--- src/rtl/mux4_scan_ctrl_pkg.sv ---
// Shared types and sizes for the 4:1 mux scan controller.
package mux4_scan_ctrl_pkg;
   localparam int SEL_W = 2;
   localparam int N_IN  = 4;

   typedef enum logic [1:0] {
      ST_IDLE   = 2'd0,
      ST_SETTLE = 2'd1,
      ST_SAMPLE = 2'd2,
      ST_HOLD   = 2'd3
   } state_t;
endpackage

--- src/rtl/mux4_scan_ctrl_settle_timer.sv ---
// Load/decrement settle counter; done is high while the count is zero.
// Loading SETTLE_CYCLES-1 gives SETTLE_CYCLES clocks of settling before done.
module mux4_scan_ctrl_settle_timer #(
   parameter int SETTLE_CYCLES = 2
) (
   input  logic clk,
   input  logic rst,
   input  logic load,
   input  logic dec,
   output logic done
);
   localparam int W = $clog2(SETTLE_CYCLES) + 1;
   localparam logic [W-1:0] RELOAD = W'(SETTLE_CYCLES - 1);

   logic [W-1:0] cnt_q, cnt_d;

   always_comb begin
      cnt_d = cnt_q;
      if (load) begin
         cnt_d = RELOAD;
      end else if (dec && (cnt_q != '0)) begin
         cnt_d = cnt_q - W'(1);
      end
   end

   always_ff @(posedge clk or posedge rst) begin
      if (rst) begin
         cnt_q <= '0;
      end else begin
         cnt_q <= cnt_d;
      end
   end

   assign done = (cnt_q == '0);
endmodule

--- src/rtl/mux4_scan_ctrl.sv ---
// Steps the mux select through 0..3, samples Y after settling and presents a 4-bit word;
// valid rises 4*(SETTLE_CYCLES+1) edges after start and is held (no further sampling) until ready.
module mux4_scan_ctrl
   import mux4_scan_ctrl_pkg::*;
#(
   parameter int SETTLE_CYCLES = 2,
   parameter int CONT          = 0
) (
   input  logic       clk,
   input  logic       rst,
   input  logic       start,
   input  logic       Y_in,
   output logic       A0,
   output logic       A1,
   output logic [3:0] word,
   output logic       valid,
   input  logic       ready,
   output logic       busy
);
   state_t             state_q, state_d;
   logic [SEL_W-1:0]   sel_q, sel_d;
   logic [N_IN-2:0]    shadow_q, shadow_d;
   logic [N_IN-1:0]    word_q, word_d;
   logic               valid_q, valid_d;
   logic               busy_q, busy_d;
   logic               tmr_load, tmr_dec, tmr_done;

   mux4_scan_ctrl_settle_timer #(
      .SETTLE_CYCLES(SETTLE_CYCLES)
   ) u_timer (
      .clk (clk),
      .rst (rst),
      .load(tmr_load),
      .dec (tmr_dec),
      .done(tmr_done)
   );

   always_comb begin
      state_d  = state_q;
      sel_d    = sel_q;
      shadow_d = shadow_q;
      word_d   = word_q;
      valid_d  = valid_q;
      tmr_load = 1'b0;
      tmr_dec  = 1'b0;
      case (state_q)
         ST_IDLE: begin
            if (start) begin
               state_d  = ST_SETTLE;
               sel_d    = '0;
               tmr_load = 1'b1;
            end
         end
         ST_SETTLE: begin
            if (tmr_done) begin
               state_d = ST_SAMPLE;
            end else begin
               tmr_dec = 1'b1;
            end
         end
         ST_SAMPLE: begin
            sel_d = sel_q + 2'd1;
            // The last input goes straight into the word, skipping the shadow.
            case (sel_q)
               2'd0:    shadow_d[0] = Y_in;
               2'd1:    shadow_d[1] = Y_in;
               2'd2:    shadow_d[2] = Y_in;
               default: begin
                  word_d  = {Y_in, shadow_q};
                  valid_d = 1'b1;
               end
            endcase
            if (sel_q == 2'd3) begin
               state_d = ST_HOLD;
            end else begin
               state_d  = ST_SETTLE;
               tmr_load = 1'b1;
            end
         end
         ST_HOLD: begin
            if (valid_q && ready) begin
               valid_d = 1'b0;
               if (CONT != 0) begin
                  state_d  = ST_SETTLE;
                  tmr_load = 1'b1;
               end else begin
                  state_d = ST_IDLE;
               end
            end
         end
         default: state_d = ST_IDLE;
      endcase
      busy_d = (state_d != ST_IDLE);
   end

   always_ff @(posedge clk or posedge rst) begin
      if (rst) begin
         state_q  <= ST_IDLE;
         sel_q    <= '0;
         shadow_q <= '0;
         word_q   <= '0;
         valid_q  <= 1'b0;
         busy_q   <= 1'b0;
      end else begin
         state_q  <= state_d;
         sel_q    <= sel_d;
         shadow_q <= shadow_d;
         word_q   <= word_d;
         valid_q  <= valid_d;
         busy_q   <= busy_d;
      end
   end

   assign A0    = sel_q[0];
   assign A1    = sel_q[1];
   assign word  = word_q;
   assign valid = valid_q;
   assign busy  = busy_q;
endmodule

--- config.mk ---
export PLATFORM = sky130hd
export DESIGN_NAME = mux4_scan_ctrl
export DESIGN_NICKNAME = d
export VERILOG_FILES = /design/src/rtl/mux4_scan_ctrl_pkg.sv /design/src/rtl/mux4_scan_ctrl_settle_timer.sv /design/src/rtl/mux4_scan_ctrl.sv
export SDC_FILE = /design/constraint.sdc
export NUM_CORES = 1
export LEC_CHECK = 0
export BUFFER_PORTS_ARGS = -buffer_cell sky130_fd_sc_hd__buf_2
export CORE_UTILIZATION = 56
export CTS_BUF_LIST = sky130_fd_sc_hd__clkbuf_8
export DETAILED_ROUTE_END_ITERATION = 8
export PLACE_DENSITY = 0.8
export SETUP_SLACK_MARGIN = 0.5
export SYNTH_ARGS = -nofsm -noshare
export SYNTH_HDL_FRONTEND = slang
export SYNTH_SLANG_ARGS = --single-unit
--- constraint.sdc ---
create_clock -name clk -period 1.4 [get_ports clk]
set_input_delay 0.21 -clock clk [delete_from_list [all_inputs] [get_ports clk]]
set_output_delay 0.21 -clock clk [all_outputs]
set_load 0.05 [all_outputs]
==> results.md, run 1 <==
- Status: stopped before the end
- Last stage the flow got to: clock tree synthesis (4_1_cts)
- First Err: [ERROR DPL-0033] detailed placement checks failed during check placement.
- Synth Warn #: 0
- Post-cts gate resize count: 23
- Root Buffer: clkbuf_8
- Post-synth EDFFs: 0
- Seq cells post-synth: 15
- Placer congestion estimate: 0.791
- Top post-synthesis cells by area: dfrtp_1 49%, ha_1 8.2%, mux2_4 7.8%, mux2_2 4.4%, nand2_1 3.9%
- # hold bufs at CTS: 0
- # clock sinks: 15
- Placed wire-length estimate: 1000 µm
- Syn Inst Count: 66
- Buffers on Ports: 12
- Synthesized Nets: 76
- Ys flop type: dfrtp_1
- # rows: 12
- Yosys top cell area share: 48.9%
- Die outline width: 39.0 µm
- Yosys cell types: 26
- Async S/R FF share, synth: 100%
- Syn Std Cell Area: 767 µm²
- Number of top-level pins: 13
- Synth top cells by count: 15 x dfrtp_1, 8 x nand2_1, 6 x inv_1
- H-tree levels: 1
- Clock buffer depth: 2
- Post-synth top area cell: dfrtp_1
- # Post-CTS Setup Buffers: 16
- Seq/Total Area, Yosys: about half
- Syn_area_per_cell: between 10 and 15 µm²
- Starting Density: 64.7%
- Cell with the most instances after synthesis: dfrtp_1
- Num CTS Buffers: 3
- Die Y-Extent: between 30 and 40 µm
## logic make-up after synthesis
group / Yosys count / share of synthesized area (%)
and+or+nand+nor: 21 / 16.6
adders and majority gates: 5 / 8.16
DFF: 15 / 48.9
muxes: 8 / 13.5
buffers and inverters: 8 / 4.89
AOI/OAI and AO/OA: 9 / 7.83
## metrics by stage
stage	setup WS, ns	area, µm²	utilization, %	hold slack [ns]	std cells
2_1_floorplan	0.117	851	-	0.111	66
3_5_place_dp	0.147	928	78.3	0.290	92
3_3_place_gp	0.185	928	78.3	0.273	92
==> run 2, diff against run 1 <==
--- a/config.mk
+++ b/config.mk
@@ -6,11 +6,10 @@
 export NUM_CORES = 1
 export LEC_CHECK = 0
 export BUFFER_PORTS_ARGS = -buffer_cell sky130_fd_sc_hd__buf_2
-export CORE_UTILIZATION = 56
-export CTS_BUF_LIST = sky130_fd_sc_hd__clkbuf_8
+export CORE_AREA = 2 2 63 65
 export DETAILED_ROUTE_END_ITERATION = 8
-export PLACE_DENSITY = 0.8
-export SETUP_SLACK_MARGIN = 0.5
+export DIE_AREA = 0 0 65 67
+export PLACE_DENSITY_LB_ADDON = 0.15
 export SYNTH_ARGS = -nofsm -noshare
 export SYNTH_HDL_FRONTEND = slang
 export SYNTH_SLANG_ARGS = --single-unit
==> run 2 against run 1 <==
Net effect:
- the flow now finishes without violations
- synthesized cell count unchanged
- synthesized area unchanged
==> results.md, run 2 <==
- Post-route DRC violation count: 0
- Fin. Hold Viols: 0
- Total number of vias: 501
- Post-synth EDFFs: 0
- Clk_skew: 0.000533 ns
- Syn Std Cell Area: 767 µm²
- Final worst path period need: 1.32 ns
- H-tree levels: 1
- HP Class: in2reg
- Setup crit end kind: flip-flop
- Synthesized Nets: 76
- CP max FO: 4
- Worst hold margin: 0.251 ns
- Yosys top cell area share: between 40 and 50%
- Ys flop type: dfrtp_1
- Worst Path Arrival: 1.45 ns
- Worst Path Required: 1.53 ns
- Area growth, synth to finish: 24.3%
- Die outline width: 65 µm
- Delay of the slowest cell on the worst path: slightly below 0.4 ns
- Initial antenna violation count: 0
- Top post-synthesis cells by area: dfrtp_1 49%, ha_1 8.2%, mux2_4 7.8%, mux2_2 4.4%, nand2_1 3.9%
- Core ar.: around 3600 µm²
- Starting Density: about a fifth
- Drt pass-1 iters: 3
- Drt via density: 3.80
- Synth top cells by count: 15 x dfrtp_1, 8 x nand2_1, 6 x inv_1
- Clk slew on worst S/H paths: 0.06 ns
- Vias in the first global route: 521
- Setup-failing EPs final: 0
- Die Y-Extent: 67 µm
- Worst rel slew slack: about four fifths
- Worst R2R Path Depth: 5
- Most frequent cells in the layout: 13 x dfrtp_1, 12 x buf_2, 8 x nand2_1, 6 x inv_1, 5 x ha_1
- Peak VDD IR: 0.356 mV
- R2r startpoint: u_timer.cnt_q[0]$_DFFE_PP0P_
- Fmax: 0.758 GHz
- Commonest non-fill, non-tap cell in the layout: dfrtp_1
- Hold Path Cell Cnt: 2
- Post-synth top area cell: dfrtp_1
- Crit path buffers/inverters: 1
- GRT Overall Usage: 8.03%
- Status: complete, no violations
- Setup TNS: 0 ns
- Buffers on Ports: 12
- Largest net degree at the start of global routing: 13
- Die area: 4360 µm²
- Layout fillers: 380
- Critical Path Start Type: flip-flop
- PwrDens: between 2000 and 2500 nW/µm²
- # clock sinks: 15
- Worst-Margin Slew: ~0.31 ns
- Synth Warn #: 0
- Worst path cell trace: inv_1 > ha_1 > or2_4 > a31oi_1 > o31ai_1
- Kind of cell adding the most delay to the critical path: flip-flops
- Worst hold start: ready
- Cell with the most instances after synthesis: dfrtp_1
- Clock buffer depth: 2
- Grt total ovfl: 0
- Num CTS Buffers: 3
- Worst Hold End: busy$_DFF_PP0_
- Ant diodes: 0
- Setup CP Type: reg2reg
- Post-DR wirelength/cell: 11.3 µm
- Fin nets: 95
- Root Buffer: clkbuf_8
- First-pass GRT wire length: ~2500 µm
- Flop2flop setup slack: 0.08 ns
- Worst R2R End: u_timer.cnt_q[1]$_DFFE_PP0P_
- Leak pwr: 0.453 nW
- Placed wire-length estimate: 1100 µm
- CP max stage cell: dfrtp_1
- Max-cap violation count: 0
- Layout cells sized above 1: 39.3%
- Post-cts gate resize count: 0
- Syn Inst Count: 66
- Async S/R FF share, synth: 100%
- Syn_area_per_cell: 11.6 µm²
- Worst skew pair latency: 0.25 ns
- CTS tree: yes
- Yosys cell types: 26
- Final period util: 94.2%
- Post-route ant nets: 0
- # Post-CTS Setup Buffers: 0
- RSZ-0062 raised after global routing: no
- Seq/Total Area, Yosys: 48.9%
- Max reg flops: 4
- Drt total wl: between 1000 and 1500 µm
- Seq cells post-synth: 15
- Placer congestion estimate: about 0.7
- Initial drt markers: 12
- Number of top-level pins: 13
- Final Max Slew Viols: 0
- # rows: 22
- CP Depth: 5
-- run 2: cell counts after synthesis --
Identical to the previous run, type by type.
-- run 2: logic make-up after synthesis --
kind of cell,after synthesis,share of synthesized area [%]
buffers and inverters,8,4.89
AO/OA/AOI/OAI,9,7.83
multiplexers,8,13.5
AND/OR/NAND/NOR,21,16.6
adder cells (fa/ha/maj),5,8.16
flip-flops,15,48.9
-- run 2: where the power goes --
group | total [W] | leakage [nW] | internal [W] | switching [W]
clock network | 0.000356 | 0.0255 | 0.000197 | 0.000159
logic | 0.00122 | 0.255 | 0.000464 | 0.000760
registers | 0.000790 | 0.173 | 0.000647 | 0.000143
total | 0.00237 | 0.453 | 0.00131 | 0.00106
-- run 2: worst max-delay path by stage --
stage	startpoint	end	slack, ns
after floorplan	sel_q[0]$_DFFE_PP0P_	shadow_q[2]$_DFFE_PP0P_	0.08
after detailed placement	u_timer.cnt_q[0]$_DFFE_PP0P_	u_timer.cnt_q[1]$_DFFE_PP0P_	0.11
after global placement	u_timer.cnt_q[0]$_DFFE_PP0P_	u_timer.cnt_q[1]$_DFFE_PP0P_	0.13
final	u_timer.cnt_q[0]$_DFFE_PP0P_	u_timer.cnt_q[1]$_DFFE_PP0P_	0.08
after CTS	u_timer.cnt_q[0]$_DFFE_PP0P_	u_timer.cnt_q[1]$_DFFE_PP0P_	0.09
after global routing	u_timer.cnt_q[0]$_DFFE_PP0P_	u_timer.cnt_q[1]$_DFFE_PP0P_	0.006
-- run 2: timing repair --
item | in CTS | in global routing
hold endpoints to repair | 7 | 0
hold buffers | 1 | 0
endpoints found under the setup margin | 0 | 0
-- run 2: per-layer routing --
| metal | track usage, % | up-vias | part of all wire, % | routed length, µm |
|---|---|---|---|---|
| met5 | 0 | - | 0 | 0 |
| met2 | 11.9 | 8 | 44 | 665 |
| met4 | 7.18 | 0 | 3.3 | 50 |
| met1 | 9.87 | 229 | 49 | 736 |
| li1 | - | 260 | - | - |
| met3 | 1.52 | 4 | 2.9 | 44 |
-- run 2: worst reg2reg max path, stage by stage (launching register included) --
cell,delay (ns)
dfrtp_1,0.39
inv_1,0.06
ha_1,0.24
or2_4,0.26
a31oi_1,0.17
o31ai_1,0.09
-- run 2: area by class of cell --
cell class                 instances  area, µm²  area share, %
sequential                        15        378           39.6
multi-input combinational         43        354           37.1
timing repair buffer              16       92.6           9.71
tap                               48       60.1           6.30
clock buffer                       3       41.3           4.33
inverter                           6       22.5           2.36
clock inverter                     1       5.00          0.525
-- run 2: per-stage QoR --
stage          setup slack, ns  power, W  instance area, µm²  utilization, %  instances
2_1_floorplan           0.0779   0.00177                 769               -         66
3_3_place_gp             0.131   0.00202                 897            24.9        127
3_5_place_dp             0.106   0.00203                 897            24.9        127
4_1_cts                 0.0863   0.00240                 953            26.4        132
5_1_grt                0.00603   0.00255                 953            26.4        132
6_report                0.0805   0.00237                 953            26.4        132
Note: power is estimated with default switching activity, not from simulation.
==> run 3, diff against run 2 <==
--- a/config.mk
+++ b/config.mk
@@ -5,6 +5,7 @@
 export SDC_FILE = /design/constraint.sdc
 export NUM_CORES = 1
 export LEC_CHECK = 0
+export ABC_AREA = 1
 export BUFFER_PORTS_ARGS = -buffer_cell sky130_fd_sc_hd__buf_2
 export CORE_AREA = 2 2 63 65
 export DETAILED_ROUTE_END_ITERATION = 8
==> run 3 against run 2 <==
Net effect:
- fmax increased by 7.8%
- hold slack got worse by 0.24 ns
- core utilization shrank 1.7 points
- wire length is 2.3% lower
- total power fell by 15%
- non-clock buffer count shrank 4
- clock power is 2% lower
- worst setup slack better by 0.095 ns
- sequential power decreased by 5.1%
- largest cell class unchanged
- flip-flop and latch count is the same
- die area unchanged
- critical endpoint is now busy$_DFF_PP0_
- count of clock-buffer cells in the layout increased by 1
==> results.md, run 3 <==
- Status: complete, no violations
- Top post-synthesis cells by area: dfrtp_1 52%, nand2_1 15%, ha_1 8.6%, inv_1 6.7%, nand3_1 4.8%
- Critical Path Start Type: flip-flop
- HP Class: in2async
- Total number of vias: roughly 570
- Synthesized Nets: 97
- Area growth, synth to finish: 22.7%
- Initial antenna violation count: 0
- Buffers on Ports: 12
- Reg power frac: 37.1%
- Final Max Slew Viols: 0
- Ant diodes: 0
- Worst rel slew slack: 61.9%
- Core ar.: 3610 µm²
- Post-DR wirelength/cell: 9.68 µm
- Grt total ovfl: 0
- GRT Overall Usage: between 7 and 8%
- Seq/Total Area, Yosys: 51.5%
- Number of top-level pins: 13
- Placed Cells: 147
- # Post-CTS Setup Buffers: 0
- First-pass GRT wire length: 2550 µm
- Post-synth EDFFs: 0
- Worst Path Required: 1.53 ns
- Drt via density: 3.79
- Die Y-Extent: 67 µm
- Post-route DRC violation count: 0
- Clk_skew: 0.00146 ns
- CP max FO: 7
- Post-Place Worst Slack: 0.181 ns
- Ys flop type: dfrtp_1
- Yosys cell types: 13
- Leak pwr: 0.488 nW
- Root Buffer: clkbuf_8
- Starting Density: a little over 20%
- Max-cap violation count: 0
- Commonest non-fill, non-tap cell in the layout: nand2_1
- # clock sinks: 15
- Worst R2R Path Depth: 5
- Layout cells sized above 1: 18.4%
- Worst skew pair latency: 0.25 ns
- Layout fillers: 398
- RSZ-0062 raised after global routing: no
- Area after DPL: 848 µm²
- Max reg flops: 4
- Clk pwr share: 17.3%
- Num CTS Buffers: 3
- Post-route ant nets: 0
- Int Power: 0.00108 W
- Setup-failing EPs final: 0
- Flop2flop setup slack: between 0.15 and 0.2 ns
- # rows: 22
- Worst hold margin: 0.0118 ns
- Async S/R FF share, synth: 100%
- Worst R2R End: busy$_DFF_PP0_
- Final worst path period need: 1.22 ns
- Non-filler cells, final: 151
- Setup TNS: 0 ns
- Vias in the first global route: 548
- Syn_area_per_cell: 8.37 µm²
- R2r startpoint: sel_q[1]$_DFFE_PP0P_
- Setup CP Type: reg2reg
- Clock buffer depth: 2
- # hold bufs at CTS: 0
- Syn Std Cell Area: around 730 µm²
- H-tree levels: 1
- Post-synth top area cell: dfrtp_1
- Peak VDD IR: 0.632 mV
- Synth Warn #: 0
- Placer congestion estimate: 0.687
- Drt total wl: 1460 µm
- Syn Inst Count: 87
- PwrDens: around 2300 nW/µm²
- Placed wire-length estimate: 1120 µm
- Most frequent cells in the layout: 30 x nand2_1, 15 x dfrtp_1, 13 x inv_1, 12 x buf_2, 7 x nand3_1
- Die area: 4360 µm²
- Largest net degree at the start of global routing: 16
- Cell with the most instances after synthesis: nand2_1
- Clk slew on worst S/H paths: ~0.06 ns
- Worst-Margin Slew: between 0.5 and 0.6 ns
- Switching share of power: a little under half
- Drt pass-1 iters: 4
- Synth top cells by count: 30 x nand2_1, 15 x dfrtp_1, 13 x inv_1
- Final period util: 87.4%
- Gate power share: 45.7%
- Fmax: 0.817 GHz
- Die outline width: 65 µm
- Post-cts gate resize count: 0
- Fin nets: approximately 110
- CTS tree: yes
- Yosys top cell area share: 51.5%
- PnR worst setup slack: roughly 0.18 ns
- Sw Pwr: approximately 0.00095 W
- Fin. Hold Viols: 0
- Final non-filler cell area: 893 µm²
- Setup crit end kind: flip-flop
- Seq cells post-synth: 15
- Initial drt markers: 24
- Worst Path Arrival: about 1.4 ns
-- run 3: cells by family after synthesis --
family | share of synthesized area [%]
fa+ha+maj | 8.59
buf+inv | 7.73
compound gates | 6.19
flops | 51.5
simple gates | 25.9
-- run 3: layout make-up --
class	instances	area (µm²)	area share, %
clock buffers	4	45.0	5.04
inverters	15	56.3	6.30
flip-flops and latches	15	375	42.0
multi-input cells	57	297	33.2
well taps	48	60.1	6.72
repair buffers	12	60.1	6.72
-- run 3: power groups by stage --
stage / Clock (W) / Sequential, W / Combinational, W
2_1_floorplan: 0 / 0.00103 / 0.000443
3_5_place_dp: 0 / 0.000758 / 0.000929
5_1_grt: 0.000392 / 0.000777 / 0.00104
4_1_cts: 0.000359 / 0.000752 / 0.000941
6_report: 0.000349 / 0.000750 / 0.000925
3_3_place_gp: 0 / 0.000755 / 0.000928
-- run 3: worst max-delay path, stage by stage, from the launching register on --
cell	delay (ns)
dfrtp_1	0.42
ha_1	0.30
nand2_4	0.14
nand2_1	0.06
nor2_1	0.12
nand2_1	0.07
-- run 3: how the worst max path moves through the flow --
stage                               startpoint        endpoint
after floorplan           sel_q[1]$_DFFE_PP0P_  busy$_DFF_PP0_
after global placement    sel_q[1]$_DFFE_PP0P_  busy$_DFF_PP0_
after detailed placement  sel_q[1]$_DFFE_PP0P_  busy$_DFF_PP0_
after CTS                 sel_q[1]$_DFFE_PP0P_  busy$_DFF_PP0_
after global routing      sel_q[0]$_DFFE_PP0P_  busy$_DFF_PP0_
final                     sel_q[1]$_DFFE_PP0P_  busy$_DFF_PP0_
-- run 3: metal layers --
layer | track usage (%) | vias to the layer above | wire length [µm]
li1 | - | 304 | -
met1 | 9.47 | 252 | 715
met2 | 12.9 | 15 | 652
met3 | 3.04 | 2 | 61
met4 | 3.19 | 0 | 33
met5 | 0 | - | 0
-- run 3: per-stage QoR --
step	power (W)	util, %
after floorplan	0.00147	-
after global placement	0.00168	23.5
after detailed placement	0.00169	23.5
after CTS	0.00205	24.8
after global routing	0.00221	24.8
final	0.00202	24.8
